**src/rtl/sort_loader_if.sv**
```systemverilog
// rtl/sort_loader_if.sv - handshake and data bundle between the round loader and its neighbours
interface sort_loader_if #(
    parameter int DATA_W = 4,
    parameter int LFSR_W = 16
);
    logic              start;
    logic              seed_load;
    logic [LFSR_W-1:0] seed_in;
    logic              sorting_done;
    logic              sorter_rst;
    logic              load_num;
    logic [DATA_W-1:0] random_num;
    logic              sort_trigger;
    logic              busy;
    logic              done;
    logic              timeout;

    modport master (
        output start, seed_load, seed_in, sorting_done,
        input  sorter_rst, load_num, random_num, sort_trigger, busy, done, timeout
    );

    modport slave (
        input  start, seed_load, seed_in, sorting_done,
        output sorter_rst, load_num, random_num, sort_trigger, busy, done, timeout
    );
endinterface

```
**src/rtl/sort_loader.sv**
```systemverilog
// rtl/sort_loader.sv - clears the sorter, feeds it NUM_COUNT random digits, then requests a sort
module sort_loader #(
    parameter int              NUM_COUNT  = 4,
    parameter int              DATA_W     = 4,
    parameter int              MAX_VAL    = 10,
    parameter int              LFSR_W     = 16,
    parameter logic [LFSR_W-1:0] SEED     = 16'hACE1,
    parameter int              GAP_CYCLES = 2,
    parameter int              SORT_MAX   = 64
) (
    input  logic        clk,
    input  logic        rst,
    sort_loader_if.slave bus
);
    typedef enum logic [2:0] {IDLE, CLEAR, LOAD, GAP, SORT, FINISH} state_t;

    localparam int LC_W = $clog2(NUM_COUNT + 1);
    localparam int GC_W = (GAP_CYCLES > 1) ? $clog2(GAP_CYCLES) : 1;
    localparam int SC_W = (SORT_MAX > 1) ? $clog2(SORT_MAX) : 1;

    localparam logic [LC_W-1:0]   LOAD_LAST = LC_W'(NUM_COUNT - 1);
    localparam logic [GC_W-1:0]   GAP_LAST  = (GAP_CYCLES > 0) ? GC_W'(GAP_CYCLES - 1) : '0;
    localparam logic [SC_W-1:0]   SORT_LAST = SC_W'(SORT_MAX - 1);
    localparam logic [LFSR_W-1:0] TAP_MASK  = LFSR_W'(16'hB400);
    localparam logic [4:0]        MAX_V     = 5'(MAX_VAL);

    state_t            state, state_nxt;
    logic [LC_W-1:0]   load_cnt;
    logic [GC_W-1:0]   gap_cnt;
    logic [SC_W-1:0]   sort_cnt;
    logic [LFSR_W-1:0] lfsr;
    logic [DATA_W-1:0] random_q;
    logic              timeout_q;

    logic       load_last;
    logic       gap_end;
    logic       sort_end;
    logic [4:0] nib;
    logic [4:0] digit;

    assign load_last = (load_cnt == LOAD_LAST);
    assign gap_end   = (gap_cnt == GAP_LAST);
    assign sort_end  = (sort_cnt == SORT_LAST);
    assign nib       = {1'b0, lfsr[3:0]};
    assign digit     = (nib >= MAX_V) ? (nib - MAX_V) : nib;

    // State register; reset aborts any round in flight without a done pulse
    always_ff @(posedge clk) begin
        if (rst) state <= IDLE;
        else     state <= state_nxt;
    end

    // Next-state decode for the clear / load / gap / sort / finish round
    always_comb begin
        state_nxt = state;
        case (state)
            IDLE:    if (bus.start) state_nxt = CLEAR;
            CLEAR:   state_nxt = LOAD;
            LOAD: begin
                if (load_last)           state_nxt = SORT;
                else if (GAP_CYCLES > 0) state_nxt = GAP;
                else                     state_nxt = LOAD;
            end
            GAP:     if (gap_end) state_nxt = LOAD;
            SORT:    if (bus.sorting_done || sort_end) state_nxt = FINISH;
            FINISH:  state_nxt = IDLE;
            default: state_nxt = IDLE;
        endcase
    end

    // Strobes decoded straight from the state register, so no input reaches an output combinationally
    always_comb begin
        bus.sorter_rst   = 1'b0;
        bus.load_num     = 1'b0;
        bus.sort_trigger = 1'b0;
        bus.done         = 1'b0;
        bus.busy         = (state != IDLE);
        case (state)
            CLEAR:   bus.sorter_rst   = 1'b1;
            LOAD:    bus.load_num     = 1'b1;
            SORT:    bus.sort_trigger = 1'b1;
            FINISH:  bus.done         = 1'b1;
            default: ;
        endcase
    end

    assign bus.random_num = random_q;
    assign bus.timeout    = timeout_q;

    // Round counters, captured digit and sticky timeout flag
    always_ff @(posedge clk) begin
        if (rst) begin
            load_cnt  <= '0;
            gap_cnt   <= '0;
            sort_cnt  <= '0;
            random_q  <= '0;
            timeout_q <= 1'b0;
        end else begin
            if (state == CLEAR)     load_cnt <= '0;
            else if (state == LOAD) load_cnt <= load_cnt + LC_W'(1);

            if (state == GAP && !gap_end) gap_cnt <= gap_cnt + GC_W'(1);
            else                          gap_cnt <= '0;

            if (state == SORT) sort_cnt <= sort_cnt + SC_W'(1);
            else               sort_cnt <= '0;

            if (state_nxt == LOAD) random_q <= DATA_W'(digit);

            if (state == IDLE && bus.start)
                timeout_q <= 1'b0;
            else if (state == SORT && !bus.sorting_done && sort_end)
                timeout_q <= 1'b1;
        end
    end

    // Free-running Galois LFSR; a zero seed is swapped for SEED so the register never locks up
    always_ff @(posedge clk) begin
        if (rst)
            lfsr <= SEED;
        else if (bus.seed_load)
            lfsr <= (bus.seed_in == '0) ? SEED : bus.seed_in;
        else
            lfsr <= lfsr[0] ? ((lfsr >> 1) ^ TAP_MASK) : (lfsr >> 1);
    end
endmodule

```
**src/flat_wrapper.sv**
```systemverilog
// flat-port wrapper written by rule: the top's interface ports become plain ports
module sort_loader_flat 
#(
    parameter int              NUM_COUNT  = 4,
    parameter int              DATA_W     = 4,
    parameter int              MAX_VAL    = 10,
    parameter int              LFSR_W     = 16,
    parameter logic [LFSR_W-1:0] SEED     = 16'hACE1,
    parameter int              GAP_CYCLES = 2,
    parameter int              SORT_MAX   = 64
)
  (clk, rst, bus_start, bus_seed_load, bus_seed_in, bus_sorting_done, bus_sorter_rst, bus_load_num, bus_random_num, bus_sort_trigger, bus_busy, bus_done, bus_timeout);
  sort_loader_if #(.DATA_W(DATA_W), .LFSR_W(LFSR_W)) bus_i ();
  input  logic clk;
  input  logic rst;
  input wire logic [$bits(bus_i.start)-1:0] bus_start;
  input wire logic [$bits(bus_i.seed_load)-1:0] bus_seed_load;
  input wire logic [$bits(bus_i.seed_in)-1:0] bus_seed_in;
  input wire logic [$bits(bus_i.sorting_done)-1:0] bus_sorting_done;
  output wire logic [$bits(bus_i.sorter_rst)-1:0] bus_sorter_rst;
  output wire logic [$bits(bus_i.load_num)-1:0] bus_load_num;
  output wire logic [$bits(bus_i.random_num)-1:0] bus_random_num;
  output wire logic [$bits(bus_i.sort_trigger)-1:0] bus_sort_trigger;
  output wire logic [$bits(bus_i.busy)-1:0] bus_busy;
  output wire logic [$bits(bus_i.done)-1:0] bus_done;
  output wire logic [$bits(bus_i.timeout)-1:0] bus_timeout;
  assign bus_i.start = bus_start;
  assign bus_i.seed_load = bus_seed_load;
  assign bus_i.seed_in = bus_seed_in;
  assign bus_i.sorting_done = bus_sorting_done;
  assign bus_sorter_rst = bus_i.sorter_rst;
  assign bus_load_num = bus_i.load_num;
  assign bus_random_num = bus_i.random_num;
  assign bus_sort_trigger = bus_i.sort_trigger;
  assign bus_busy = bus_i.busy;
  assign bus_done = bus_i.done;
  assign bus_timeout = bus_i.timeout;
  sort_loader #(.NUM_COUNT(NUM_COUNT), .DATA_W(DATA_W), .MAX_VAL(MAX_VAL), .LFSR_W(LFSR_W), .SEED(SEED), .GAP_CYCLES(GAP_CYCLES), .SORT_MAX(SORT_MAX)) u_core (.clk(clk), .rst(rst), .bus(bus_i));
endmodule
```
**config.mk**
```make
export PLATFORM = sky130hd
export DESIGN_NAME = sort_loader_flat
export DESIGN_NICKNAME = d
export VERILOG_FILES = /design/src/rtl/sort_loader_if.sv /design/src/rtl/sort_loader.sv /design/src/flat_wrapper.sv
export SDC_FILE = /design/constraint.sdc
export NUM_CORES = 1
export LEC_CHECK = 0
export CAP_MARGIN = 20
export CORE_ASPECT_RATIO = 0.6
export CORE_MARGIN = 2
export CORE_UTILIZATION = 53
export CTS_CLUSTER_DIAMETER = 120
export DETAILED_ROUTE_END_ITERATION = 12
export PLACE_DENSITY = 0.93
export REMOVE_ABC_BUFFERS = 1
export SLEW_MARGIN = 20
export SYNTH_ARGS = -nofsm -noshare
export SYNTH_HDL_FRONTEND = slang
export SYNTH_SLANG_ARGS = --single-unit
```
**constraint.sdc**
```tcl
create_clock -name clk -period 1.9 [get_ports clk]
set_input_delay 0.285 -clock clk [delete_from_list [all_inputs] [get_ports clk]]
set_output_delay 0.285 -clock clk [all_outputs]
set_load 0.02 [all_outputs]
```
---- After elaboration in Yosys (flattened, before gate mapping) ----
Index checks and enable logic that the tools add are counted.
word-level totals
  flip-flop bits (word level) ............. 34
  input bits .............................. 21
  output and inout bits ................... 10
  logic and storage cells ................. 50
operators by class
  $add $sub $neg .......................... 4
  $lt $le $gt $ge ......................... 1
  equality and inequality tests ........... 8
  muxes and demuxes ....................... 13
  bitwise gates (word level) .............. 3
  reductions and logical operators ........ 14
operator list
  operator               number
  $mux W16               3
  $logic_not A16 Y1      1
  $pmux W3 S5            1
  $eq A3 B2 Y1 const B   4
  $mux W3                4
  $reduce_or A2 Y1       4
  $add A6 B1 Y6 const B  1
  $eq A3 B3 Y1 const B   2
  $eq A6 B6 Y1 const B   1
  $ge A4 B4 Y1 const B   1
  $logic_and A1 B1 Y1    4
  $mux W1                4
  $mux W4                1
  $not A3 Y4             1
  $sub A4 B4 Y4 const B  1
  $add A3 B1 Y3 const B  1
  $eq A3 B1 Y1 const B   1
  $logic_not A3 Y1       1
  $reduce_bool A3 Y1     1
  $logic_not A1 Y1       2
  $not A1 Y1             2
  $add A1 B1 Y1 const B  1
  $logic_or A1 B1 Y1     1

---- Logic depth before layout (Yosys ltp) ----
  word-level depth ........................ 5
  gate-level depth with buffers ........... 5
  mapped depth without buffers ............ 5

---- Least setup slack after synthesis ----
Ideal clock, no wire load.
  path kind ............................... register to register
  from .................................... reg u_core.lfsr[1]
  to ...................................... reg u_core.random_q[2] (netlist: u_core.bus.random_num[2])
  setup time .............................. 0.071 ns
  arrival ................................. 1.197 ns
  data required time ...................... 1.829 ns
  slack ................................... 0.632 ns
  stages on the path, launching flop included .. 5
  buffers on the path ..................... 0
  period minus slack after synthesis ...... 1.268 ns
  path through ............................ dfxtp_1 > inv_1 > ha_1 > a2111o_1 > a21oi_1
between the ends
  longest elaborated chain between the ends .. 2
  elaborated cells on any way between the ends .. 3
  classes of those cells .................. 1 x add/sub; 1 x order compare; 1 x mux
RTL lines
  what                                                  line                source
  from (decl)                                           sort_loader.sv:31   logic [LFSR_W-1:0] lfsr;
  from (signal assigned)                                sort_loader.sv:122  lfsr <= (bus.seed_in == '0) ? SEED : bus.seed_in;
  from (signal assigned)                                sort_loader.sv:124  lfsr <= lfsr[0] ? ((lfsr >> 1) ^ TAP_MASK) : (lfsr >> 1);
  $sub A4 B4 Y4 / $ge A4 B4 Y1 (equally long branches)  sort_loader.sv:45   assign digit = (nib >= MAX_V) ? (nib - MAX_V) : nib;
  $mux W4 *                                             sort_loader.sv:45
  to (signal assigned)                                  sort_loader.sv:108  if (state_nxt == LOAD) random_q <= DATA_W'(digit);
  to (decl)                                             sort_loader.sv:32   logic [DATA_W-1:0] random_q;
Every way passes the cells marked *; elsewhere a longest branch is shown, timed or not.
A chain may end at the register's enable or synchronous reset.

---- Final worst setup path ----
  from .................................... reg u_core.state[2]
  to ...................................... out bus_sorter_rst
between the ends
  longest elaborated chain between the ends .. 2
RTL lines
  what                    line                source
  from (decl)             sort_loader.sv:27   state_t state, state_nxt;
  from (signal assigned)  sort_loader.sv:50   else state <= state_nxt;
  $eq A3 B1 Y1            sort_loader.sv:78   case (state)
  $mux W1                 sort_loader.sv:78
  to (decl)               flat_wrapper.sv:20  output wire logic [$bits(bus_i.sorter_rst)-1:0] bus_sorter_rst;
Every way passes these cells.

==> metrics <==
status=finished, final reports clean; asr flop ratio synth=0%; pin count of the biggest net entering global routing=20; initial antenna violation count=0; crit path buf inv count=1; initial DRC count=85; DRC Markers=0; met2 Use GR=32.59%; total global routing overflow=0; Peak VDD IR=0.5061 mV; share of the synthesized area in the top cell type=46.66%; H-tree depth=2; Reg2Reg Depth=4; Netlist cell types=37; FF-to-FF End=u_core.bus.random_num[2]; Layout Skew=0.005872 ns; Die Ht=44.64 um; Least-Margin Pin Slew=0.3186 ns; via-per-instance ratio=5.659; met1 usage=28.31%; Inserted Clock Buffers=5; met3 Track Usage GR=6.378%; hold path endpoint=u_core.lfsr[6]; RSZ-0062 raised after global routing=no; Max-cap violations=0; first-pass GRT wire length=5092 um; number of flops mapped to enable cells by yosys=0; Final Slew Violations=0; Final GP Congestion=0.8376; Crit path arrival time=1.54 ns; WHS=0.4359 ns; gr usage total=21.52%; TNS Setup=0 ns; Power Internal=0.001197 W; Tmin final=1.821 ns; endpoints failing setup=0; Leakage=0.7322 nW; top cells by area, synth=dfxtp_1 47%, mux2i_1 6.2%, nor2_1 5.4%; WL final=3210 um; fmax=549.3 MHz; r2r startpoint=u_core.lfsr[1]; DR WL/cell=15.21 um; Die Area=3202 um2; slowest cell on the critical path=clkdlybuf4s50_1; Comb pwr share=16.9%; CP max stage delay=0.60 ns; Area Overhead vs Synth=27.96%; Final Hold Fails=0; Synth Instances=146; # nets final=203; min-delay src=u_core.lfsr[7]; First-pass DRT Iterations=4; initial core utilization=57.04%; Switching Fraction=26.14%; Seq cells post-synth=34; crit start category=flop; n_diodes=0; vias=1,194; Synth Flop Type=dfxtp_1; CP cell instances=nand2b_4, nor2_1, clkdlybuf4s50_1; crit end category=primary output; DP Wirelength=2341 um; Cell Pwr Density=868.0 nW/um2; post-synth top area cell=dfxtp_1; yosys warns=0; Tcrit/Tclk final=95.82%; post-layout util=72.99%; CTS root buffer=clkbuf_8; CORE AREA=2557 um2; row cnt=14; WS Path Type=flop to primary output; type of the tightest min-delay check=flop to flop; clock input transition at the sequential cells of the worst setup and hold paths=0.06 ns; share of layout cells above drive strength 1=10.61%; IO Pins=31; WHS Path Cells=1; Slew headroom=78.56%; R2R Setup Slk=0.48 ns; commonest non-fill, non-tap cells in the layout=31 x dfxtp_1, 27 x clkdlybuf4s50_1, 21 x nor2_1, 9 x mux2i_1; Clock Path Buffers=2; commonest non-fill, non-tap cell in the layout=dfxtp_1; CP top delay family=buffers and inverters; Die Wd=71.73 um; Port Buffers=30; Mapped Area=1459 um2; number of global-route vias before repair=1,108; CTS tree=yes; Clk Latency, worst-skew pair=0.29 ns; CP Max Fanout=9; post-route ant nets=0; sequential-to-total area share from yosys stat=46.66%; sequential power share=49.7%; clock power share=33.4%; Synth Area per Inst=9.992 um2; Worst Path Required=1.62 ns; clk sink count=34; busiest grt layer=met2; hold_buf cts=0; NetSw=0.0004236 W
## flip-flops by register name (all words and copies together) (netlist names)
name	flops
u_core.gap_cnt	1
u_core.bus.random_num	4
u_core.load_cnt	3
u_core.bus.timeout	1
u_core.sort_cnt	6
u_core.state	3
u_core.lfsr	16
## cells by family after synthesis
group	share of synthesized area [%]
xor gates and xnor gates	4.202
DFF	46.66
adders and majority gates	3.431
buffers and inverters	4.888
and+or+nand+nor	19.64
AOI/OAI and AO/OA	15.01
muxes	6.175
## per-layer routing
| layer | vias up | share of wire (%) |
|---|---|---|
| met5 | - | 0 |
| met4 | 0 | 1.9 |
| met3 | 8 | 4.0 |
| met2 | 26 | 44 |
| met1 | 575 | 50 |
| li1 | 585 | - |
## power groups by stage
stage / Combinational, W / Sequential (W) / Clock (W)
after CTS: 0.000271 / 0.000803 / 0.000551
after global routing: 0.000295 / 0.000810 / 0.000572
final: 0.000274 / 0.000806 / 0.000541
after floorplan: 0.000138 / 0.000817 / 0
after global placement: 0.000262 / 0.000813 / 0
after detailed placement: 0.000271 / 0.000818 / 0
## area by class of cell
cell class / instances / area, um2
Timing Repair Buffer: 33 / 322.8
Inverter: 5 / 18.77
Sequential cell: 34 / 686.9
Clock buffer: 7 / 86.33
Clock inverter: 1 / 5.005
Fill cell: 154 / 690.7
Tap cell: 32 / 40.04
Multi-Input combinational cell: 99 / 706.9
## worst max-delay path by stage
stage / cells after the start / slack, ns / startpoint / end
finish: 3 / 0.08 / u_core.state[2] / bus_sorter_rst
global route: 3 / 0.04 / u_core.state[2] / bus_sorter_rst
CTS: 2 / 0.008 / u_core.state[1] / bus_load_num
detailed placement: 2 / 0.13 / u_core.state[0] / bus_busy
global placement: 2 / 0.16 / u_core.state[0] / bus_busy
floorplan: 3 / 0.60 / u_core.state[1] / u_core.load_cnt[1]
## synthesized netlist by cell type (2+ instances only)
cell	count
clkbuf_1	4
nor3b_4	2
a211oi_1	2
xnor2_1	2
o21ai_0	4
ha_1	4
dfxtp_1	34
nor3_1	4
nand3_1	3
buf_4	2
nor4_1	4
xor2_1	5
nor2b_1	3
a21oi_1	8
buf_6	2
nor2_1	21
nand2b_1	3
mux2i_1	9
inv_1	5
o22a_1	8
## through the flow
stage / cells / total power [W] / worst slack, ns / area [um2]
4_1_cts: 211 / 0.001626 / 0.007847 / 1862
3_3_place_gp: 203 / 0.001075 / 0.1598 / 1769
6_report: 211 / 0.001620 / 0.07948 / 1867
3_5_place_dp: 203 / 0.001090 / 0.1346 / 1769
5_1_grt: 211 / 0.001677 / 0.04171 / 1867
2_1_floorplan: 138 / 0.0009557 / 0.6038 / 1406
## repair_timing
item	CTS	global route
resized for setup	5	2
endpoints found under the setup margin	5	3
setup buffers	0	0
Note: power is estimated with default switching activity, not from simulation.
